### config.mk
export PLATFORM = sky130hd
export DESIGN_NAME = pxl_color_proc
export DESIGN_NICKNAME = d
export VERILOG_FILES = /design/src/rtl/color_proc_pkg.sv /design/src/rtl/pxl_color_proc_btn_debounce.sv /design/src/rtl/pxl_color_proc.sv
export SDC_FILE = /design/constraint.sdc
export NUM_CORES = 1
export LEC_CHECK = 0
export CAP_MARGIN = 10
export CORE_ASPECT_RATIO = 0.7
export CORE_UTILIZATION = 50
export CTS_CLUSTER_SIZE = 12
export DETAILED_ROUTE_END_ITERATION = 8
export HOLD_SLACK_MARGIN = 0.12
export PLACE_DENSITY = 0.83
export SKIP_LAST_GASP = 1
export SYNTH_ARGS = -nofsm -noshare
export SYNTH_HDL_FRONTEND = slang
export SYNTH_SLANG_ARGS = --single-unit
### constraint.sdc
create_clock -name wclk -period 2.8 [get_ports wclk]
set_input_delay 0.56 -clock wclk [delete_from_list [all_inputs] [get_ports wclk]]
set_output_delay 0.56 -clock wclk [all_outputs]
set_load 0.02 [all_outputs]
### src/rtl/color_proc_pkg.sv
// -----------------------------------------------------------------------------
// color_proc_pkg
// Shared constants and helpers for the pixel colour-processing stage:
//   - display mode encodings
//   - RGB565-style field positions in the 16-bit frame-buffer word (5/5/6)
//   - luma weights and normalising shift
//   - channel expansion and luma helper functions
// -----------------------------------------------------------------------------
package color_proc_pkg;

   localparam logic [1:0] MODE_PASS = 2'd0;
   localparam logic [1:0] MODE_GRAY = 2'd1;
   localparam logic [1:0] MODE_BIN  = 2'd2;
   localparam logic [1:0] MODE_INV  = 2'd3;

   // Field LSB positions inside the buffer word: R[15:11] G[10:6] B[5:0]
   localparam int R_LSB = 11;
   localparam int G_LSB = 6;
   localparam int B_LSB = 0;

   // Y9 = 2*r6 + 5*g6 + 1*b6, max 504; Y = Y9 >> 3 gives a 6-bit luma
   localparam int LUMA_WR    = 2;
   localparam int LUMA_WG    = 5;
   localparam int LUMA_WB    = 1;
   localparam int LUMA_SHIFT = 3;

   // Replicating the MSB maps 0..31 onto 0..63 with both endpoints exact
   function automatic logic [5:0] expand5(input logic [4:0] c);
      return {c, c[4]};
   endfunction

   function automatic logic [5:0] luma6(input logic [5:0] r6,
                                        input logic [5:0] g6,
                                        input logic [5:0] b6);
      logic [8:0] y9;
      y9 = 9'(LUMA_WR) * {3'b000, r6}
         + 9'(LUMA_WG) * {3'b000, g6}
         + 9'(LUMA_WB) * {3'b000, b6};
      return y9[LUMA_SHIFT +: 6];
   endfunction

endpackage

### src/rtl/pxl_color_proc_btn_debounce.sv
// -----------------------------------------------------------------------------
// btn_debounce
// Two-flop synchronizer followed by a level debouncer. The accepted level only
// follows the synchronized input once it has differed from it for
// DEBOUNCE_CYC consecutive cycles. o_rise pulses for one cycle, coincident
// with the accepted level going high.
// Ports:
//   wclk    in  clock
//   rst     in  synchronous active-high reset
//   i_btn   in  raw asynchronous button
//   o_level out debounced level
//   o_rise  out one-cycle pulse on debounced rising edge
// -----------------------------------------------------------------------------
module btn_debounce #(
   parameter int DEBOUNCE_CYC = 1_000_000
) (
   input  logic wclk,
   input  logic rst,
   input  logic i_btn,
   output logic o_level,
   output logic o_rise
);

   localparam int              CNT_W    = (DEBOUNCE_CYC > 1) ? $clog2(DEBOUNCE_CYC) : 1;
   localparam logic [CNT_W-1:0] CNT_LAST = CNT_W'(DEBOUNCE_CYC - 1);

   logic             r_sync1;
   logic             r_sync2;
   logic             r_level;
   logic             r_rise;
   logic [CNT_W-1:0] r_cnt;

   always_ff @(posedge wclk) begin
      if (rst) begin
         r_sync1 <= 1'b0;
         r_sync2 <= 1'b0;
         r_level <= 1'b0;
         r_rise  <= 1'b0;
         r_cnt   <= '0;
      end else begin
         r_sync1 <= i_btn;
         r_sync2 <= r_sync1;
         r_rise  <= 1'b0;
         // Any return to the accepted level restarts the stability window
         if (r_sync2 == r_level) begin
            r_cnt <= '0;
         end else if (r_cnt == CNT_LAST) begin
            r_level <= r_sync2;
            r_rise  <= r_sync2;
            r_cnt   <= '0;
         end else begin
            r_cnt <= r_cnt + 1'b1;
         end
      end
   end

   assign o_level = r_level;
   assign o_rise  = r_rise;

endmodule

### src/rtl/pxl_color_proc.sv
// -----------------------------------------------------------------------------
// pxl_color_proc
// Colour-processing stage on the VGA read path. Applies passthrough,
// grayscale, binary threshold or invert to 16-bit buffer pixels with a fixed
// three-cycle latency and one pixel per cycle. The mode is stepped by a
// debounced button and committed only on frame_start, so a frame never mixes
// modes; each pixel carries the mode it entered with down the pipe.
// Ports:
//   wclk        in  clock
//   rst         in  synchronous active-high reset
//   btn         in  raw mode button
//   frame_start in  one-cycle pulse at start of frame
//   in_valid    in  input pixel/sideband valid
//   in_pxl      in  buffer pixel R[15:11] G[10:6] B[5:0]
//   in_sb       in  sideband (visible, hsync, vsync)
//   out_valid   out in_valid delayed 3 cycles
//   out_pxl     out processed pixel
//   out_sb      out in_sb delayed 3 cycles
//   mode        out active mode (0 pass, 1 gray, 2 binary, 3 invert)
// -----------------------------------------------------------------------------
module pxl_color_proc
   import color_proc_pkg::*;
#(
   parameter int NB_R         = 5,
   parameter int NB_G         = 5,
   parameter int NB_B         = 6,
   parameter int SB_W         = 3,
   parameter int DEBOUNCE_CYC = 1_000_000,
   parameter int THRESH       = 32
) (
   input  logic            wclk,
   input  logic            rst,
   input  logic            btn,
   input  logic            frame_start,
   input  logic            in_valid,
   input  logic [15:0]     in_pxl,
   input  logic [SB_W-1:0] in_sb,
   output logic            out_valid,
   output logic [15:0]     out_pxl,
   output logic [SB_W-1:0] out_sb,
   output logic [1:0]      mode
);

   localparam logic [5:0] THRESH6 = 6'(THRESH);

   // ---------------------------------------------------------------- button
   logic       w_btn_level;
   logic       w_btn_rise;
   logic [1:0] r_pending;
   logic [1:0] r_mode;

   btn_debounce #(
      .DEBOUNCE_CYC (DEBOUNCE_CYC)
   ) u_btn_debounce (
      .wclk    (wclk),
      .rst     (rst),
      .i_btn   (btn),
      .o_level (w_btn_level),
      .o_rise  (w_btn_rise)
   );

   // The level itself is not needed here; only presses step the mode.
   logic w_unused_level;
   assign w_unused_level = w_btn_level;

   // Non-blocking read of r_pending means a press landing on frame_start
   // commits the previous value; the new one waits for the next frame.
   always_ff @(posedge wclk) begin
      if (rst) begin
         r_pending <= MODE_PASS;
         r_mode    <= MODE_PASS;
      end else begin
         if (w_btn_rise) begin
            r_pending <= r_pending + 2'd1;
         end
         if (frame_start) begin
            r_mode <= r_pending;
         end
      end
   end

   assign mode = r_mode;

   // ------------------------------------------------------- stage 1 (input)
   logic [NB_R-1:0] w_r5;
   logic [NB_G-1:0] w_g5;
   logic [NB_B-1:0] w_b6;

   assign w_r5 = in_pxl[R_LSB +: NB_R];
   assign w_g5 = in_pxl[G_LSB +: NB_G];
   assign w_b6 = in_pxl[B_LSB +: NB_B];

   logic            r1_valid;
   logic [15:0]     r1_pxl;
   logic [SB_W-1:0] r1_sb;
   logic [1:0]      r1_mode;
   logic [5:0]      r1_r6;
   logic [5:0]      r1_g6;
   logic [5:0]      r1_b6;

   always_ff @(posedge wclk) begin
      if (rst) begin
         r1_valid <= 1'b0;
         r1_pxl   <= '0;
         r1_sb    <= '0;
         r1_mode  <= MODE_PASS;
         r1_r6    <= '0;
         r1_g6    <= '0;
         r1_b6    <= '0;
      end else begin
         r1_valid <= in_valid;
         r1_pxl   <= in_pxl;
         r1_sb    <= in_sb;
         r1_mode  <= r_mode;
         r1_r6    <= expand5(w_r5);
         r1_g6    <= expand5(w_g5);
         r1_b6    <= w_b6;
      end
   end

   // -------------------------------------------------------- stage 2 (luma)
   logic            r2_valid;
   logic [15:0]     r2_pxl;
   logic [SB_W-1:0] r2_sb;
   logic [1:0]      r2_mode;
   logic [5:0]      r2_y;

   always_ff @(posedge wclk) begin
      if (rst) begin
         r2_valid <= 1'b0;
         r2_pxl   <= '0;
         r2_sb    <= '0;
         r2_mode  <= MODE_PASS;
         r2_y     <= '0;
      end else begin
         r2_valid <= r1_valid;
         r2_pxl   <= r1_pxl;
         r2_sb    <= r1_sb;
         r2_mode  <= r1_mode;
         r2_y     <= luma6(r1_r6, r1_g6, r1_b6);
      end
   end

   // --------------------------------------------------------- stage 3 (mux)
   logic            r3_valid;
   logic [15:0]     r3_pxl;
   logic [SB_W-1:0] r3_sb;

   always_ff @(posedge wclk) begin
      if (rst) begin
         r3_valid <= 1'b0;
         r3_pxl   <= '0;
         r3_sb    <= '0;
      end else begin
         r3_valid <= r2_valid;
         r3_sb    <= r2_sb;
         case (r2_mode)
            MODE_PASS: r3_pxl <= r2_pxl;
            // 5-bit luma in R and G fields, full 6-bit luma in B
            MODE_GRAY: r3_pxl <= {r2_y[5:1], r2_y[5:1], r2_y};
            MODE_BIN:  r3_pxl <= (r2_y >= THRESH6) ? 16'hFFFF : 16'h0000;
            default:   r3_pxl <= ~r2_pxl;
         endcase
      end
   end

   assign out_valid = r3_valid;
   assign out_pxl   = r3_pxl;
   assign out_sb    = r3_sb;

endmodule
Yosys cells after proc, flatten, opt, wreduce, memory -nomap -nowiden
Index checks and enable logic that the tools add are counted.
- flip-flop bits (word level): 116
- input port bits: 24
- add/subtract/negate cells: 4
- $mul: 1
- magnitude comparators: 1
- equality and inequality tests: 4
- mux-type cells: 2
- bitwise logic cells: 3
- reduce and logical (&&, ||, !) cells: 4
- operator list (operator ; count):
    case mux 16 bit (3 select lines) ; 1
    adder 20 x 1 -> 20 bit, second input constant ; 1
    equality test 20 bit, second input constant ; 1
    two-way mux 16 bit ; 1
    inverter 16 bit ; 1
    adder 7 x 9 -> 9 bit ; 1
    adder 9 x 6 -> 9 bit ; 1
    multiplier 3 x 6 -> 9 bit, first input constant ; 1
    >= comparator 6 bit, second input constant ; 1
    OR reduction 3 bit ; 2
    adder 2 x 1 -> 2 bit, second input constant ; 1
    equality test 2 x 1 -> 1 bit, second input constant ; 1
    equality test 2 bit, second input constant ; 1
    logical NOT 2 bit ; 1
    inverter 1 bit ; 2
    AND reduction 2 bit ; 1
    equality test 1 bit ; 1

Logic depth before layout (Yosys ltp)
- word-level depth: 3
- depth in mapped cells: 10
- mapped depth without buffers: 10

By module
Synthesis repeated with hierarchy kept, for this count alone.
- cell total of the unflattened synthesis: 425
- area total of the unflattened synthesis: 4092.7 sq um
- modules (own cells, without submodules) (module ; instances ; cells an instance ; area each (sq um) ; seq. area each (sq um)):
    pxl_color_proc ; 1 ; 302 ; 3012.9 ; 1481.4
    btn_debounce ; 1 ; 123 ; 1079.8 ; 480.5

Worst setup path after synthesis
OpenSTA, ideal clock, no wires.
- path type: register to register
- from: register, netlist name r1_pxl[7]
- to: register r2_y[4]
- arrival time: 2.744 ns
- path slack: -0.064 ns
- stages on the path, launching flop included: 11
- path buffers: 0
- cell sequence: dfxtp_1 ha_1 fa_1 inv_1 fa_1 inv_1 ha_1 a21oi_1 o31ai_1 a31oi_1 mux2_2
- RTL lines (item ; RTL line ; text):
    end signal: assignment ; pxl_color_proc.sv:140 ; r2_y <= luma6(r1_r6, r1_g6, r1_b6);
    end: declaration ; pxl_color_proc.sv:126 ; logic [5:0] r2_y;

==> metrics.cfg <==
[run_status]
status = complete, but fails checks
violations = setup timing

[global_routing]
grt.overflow.total = 0
antenna_found_initial = 0
grt_max_degree = 31
grt_first_pass_wirelength_um = 13700
grt_pass1_vias = 2904
grt_usage = 0.212

[worst_setup_path]
slowest_delay_ps = 500
critPathBufInv = 2
required_ps = 3030
worstSetupEndpointType = flip-flop
critPathTopFamily = adder cells
startpoint_type = flip-flop
critPathKind = flip-flop to flip-flop
slowest_stage = fa_1
r2r_start = r1_pxl[9]
crit_chain = ha_4, fa_1, inv_1, fa_1, inv_2, ha_4, a21oi_4, o31ai_4, a31oi_1, mux2_2
cp-startpoint = r1_pxl[9]
worstPathArrival_ps = 3060
worst-path-max-fanout = 4

[detailed_routing]
wl_per_cell_um = 13.9
dr.pass1.iters = 4
vias = 3033
vias_per_cell = 5.23
routed_wl_um = 8070
drcViolationCount = 0
drtIter0Drc = 151
ant_nets = 0

[synth]
synth-edff-count = 0
synth_warnings = 0
yosys.area_share.simple = 0.207
yosysUniqueCellTypes = 38
synth_compound_area_frac = 0.113
netlist_instances = 428
synthArstFlopShare = 0
synth_seq_area_share = 0.486
synth_top_family_by_area = simple AND/OR/NAND/NOR gates
synth.area.mux_share = 0.0152
synth_xor_area_frac = 0.0391
synth_area_um2 = 4040
ys.flop_type = dfxtp_1
synth_area_per_cell_um2 = 9.43
synth-seq-cells = 98
synth_fa_ha_area_frac = 0.0912
synth_fp_nets = 476

[place]
io_buffers = 45
gp_congestion = 0.818
dpl.hpwl_um = 5580
placed_area_um2 = 4630

[sta]
worstMarginPinSlew_ps = 766
finalHoldViolations = 0
setup_slack_ps = -36.3
fin_hold_ws_ps = 434
rsz0062_at_grt = true
period_share = 1.01
fmax_ghz = 0.353
skew_ps = 5.05
slew_headroom = 0.489
setup_violations = 1
final_max_slew_viol_count = 0
finalCriticalPeriod_ps = 2840

[finish]
final_area_um2 = 5040
fin_nets = 522
drive_above_1_share = 0.102
area_growth_pct = 24.8
antenna_cells = 0

[clocking]
clock_path_buffers = 2
clk_latency_ps = 340
cts_hold_buf = 0
cts-root-buf = clkbuf_16
cts_tree = done
clk_pin_slew_ps = 60
htree_num_levels = 3
cts_buffers = 9
cts.sink_count = 98

[power_and_ir_drop]
vdd_drop_max_mv = 0.370
power_mw = 3.19
p_per_area_nw_per_um2 = 634
p_leak_nw = 1.87

[floorplanning]
std_cell_rows = 27
die_x_um = 109
start_util = 0.515
core_area_um2 = 7840
die-area_um2 = 8440
io_pins = 46
dieHeight_um = 77.2

[flow_run]
timing.max_cap.violations = 0

[worst_hold_path]
min-delay-start = r1_sb[0]
hp-class = flip-flop to flip-flop

==> worst paths after layout <==
kind                   end  slack, ps  depth (start not counted)
hold reg to reg   r2_sb[0]        430                          1
setup / recovery   r2_y[4]        -40                         10
setup reg to reg   r2_y[4]        -40                         10
hold / removal    r2_sb[0]        430                          1
==> kinds of logic (layout without fill, tap and decap cells) <==
kind of cell / Yosys count / in the layout
AND/OR/NAND/NOR: 157 / 157
flip-flops: 98 / 98
multiplexers: 6 / 6
XOR/XNOR: 18 / 18
buffers and inverters: 51 / 102
AO/OA/AOI/OAI: 74 / 74
adder cells (fa/ha/maj): 24 / 24
==> per-stage QoR <==
stage	instances	utilization	worst slack (ps)	setup TNS, ps
6_report	580	0.643	-36.3	-36.3
5_1_grt	580	0.643	-117	-250
4_1_cts	580	0.641	-20.6	-20.6
3_5_place_dp	564	0.590	-147	-367
3_3_place_gp	564	0.590	-35.9	-58.8
2_1_floorplan	428	-	8.28	0
==> power breakdown <==
part / leakage, nW / internal [mW] / switching [mW]
clock: 0.155 / 0.808 / 0.512
combinational: 0.915 / 0.195 / 0.193
sequential: 0.803 / 1.45 / 0.0338
total: 1.87 / 2.46 / 0.739
==> state kept, by name (all words and copies together), names as in the netlist, 2 cells and up <==
register,cells
mode,2
out_pxl,16
out_sb,3
r1_mode,2
r1_pxl,15
r1_sb,3
r2_mode,2
r2_pxl,16
r2_sb,3
r2_y,6
r_pending,2
u_btn_debounce.r_cnt,20
==> synth_stat cells (all sizes together), types with 2 or more instances <==
library cell | n | area (um^2)
o21ai | 13 | 68.8
a211oi | 16 | 120
nor2b | 49 | 307
or4 | 3 | 22.5
nor2 | 51 | 191
nand3 | 11 | 55.1
nor4 | 4 | 25.0
a21o | 2 | 15.0
and2 | 3 | 18.8
a221oi | 6 | 52.6
a21oi | 32 | 160
clkbuf | 16 | 60.1
xor2 | 5 | 43.8
mux2i | 5 | 50.1
ha | 15 | 188
xnor2 | 13 | 114
dfxtp | 98 | 1960
inv | 30 | 113
fa | 9 | 180
nand2 | 13 | 48.8
and3 | 4 | 25.0
buf | 5 | 25.0
nor4b | 4 | 35.0
or3 | 6 | 37.5
nand4 | 3 | 18.8
o31ai | 3 | 22.5
==> layout make-up <==
class                      instances  area (um^2)
fill                             616         2800
multi-input combinational        279         1970
sequential                        98         1970
timing repair buffer              56          528
clock buffer                      10          239
tap                              101          126
inverter                          30          113
clock inverter                     6         88.8
==> timing repair <==
action | CTS | global route
pin swaps | 10 | 3
setup endpoints to repair | 4 | 4
gates resized for setup | 16 | 3
setup buffers | 0 | 0
==> layout by cell type (no fill, tap or decap), types with 5 or more instances in the layout <==
master / instances
a211oi_1: 16
a21oi_1: 30
a221oi_1: 6
buf_4: 11
clkbuf_16: 9
clkdlybuf4s50_1: 44
dfxtp_1: 94
fa_1: 8
ha_1: 9
ha_4: 5
inv_1: 28
mux2i_1: 5
nand2_1: 12
nand3_1: 11
nor2_1: 51
nor2b_1: 49
o21ai_0: 11
or3_1: 6
xnor2_1: 13
xor2_1: 5
==> metal layers <==
layer / up-vias / global-route usage / share of wire
li1: 1523 / - / -
met1: 1408 / 0.290 / 0.47
met2: 86 / 0.318 / 0.45
met3: 16 / 0.0655 / 0.058
met4: 0 / 0.0693 / 0.020
met5: - / 0 / 0
No activity file was read; power rests on OpenSTA's default activity.
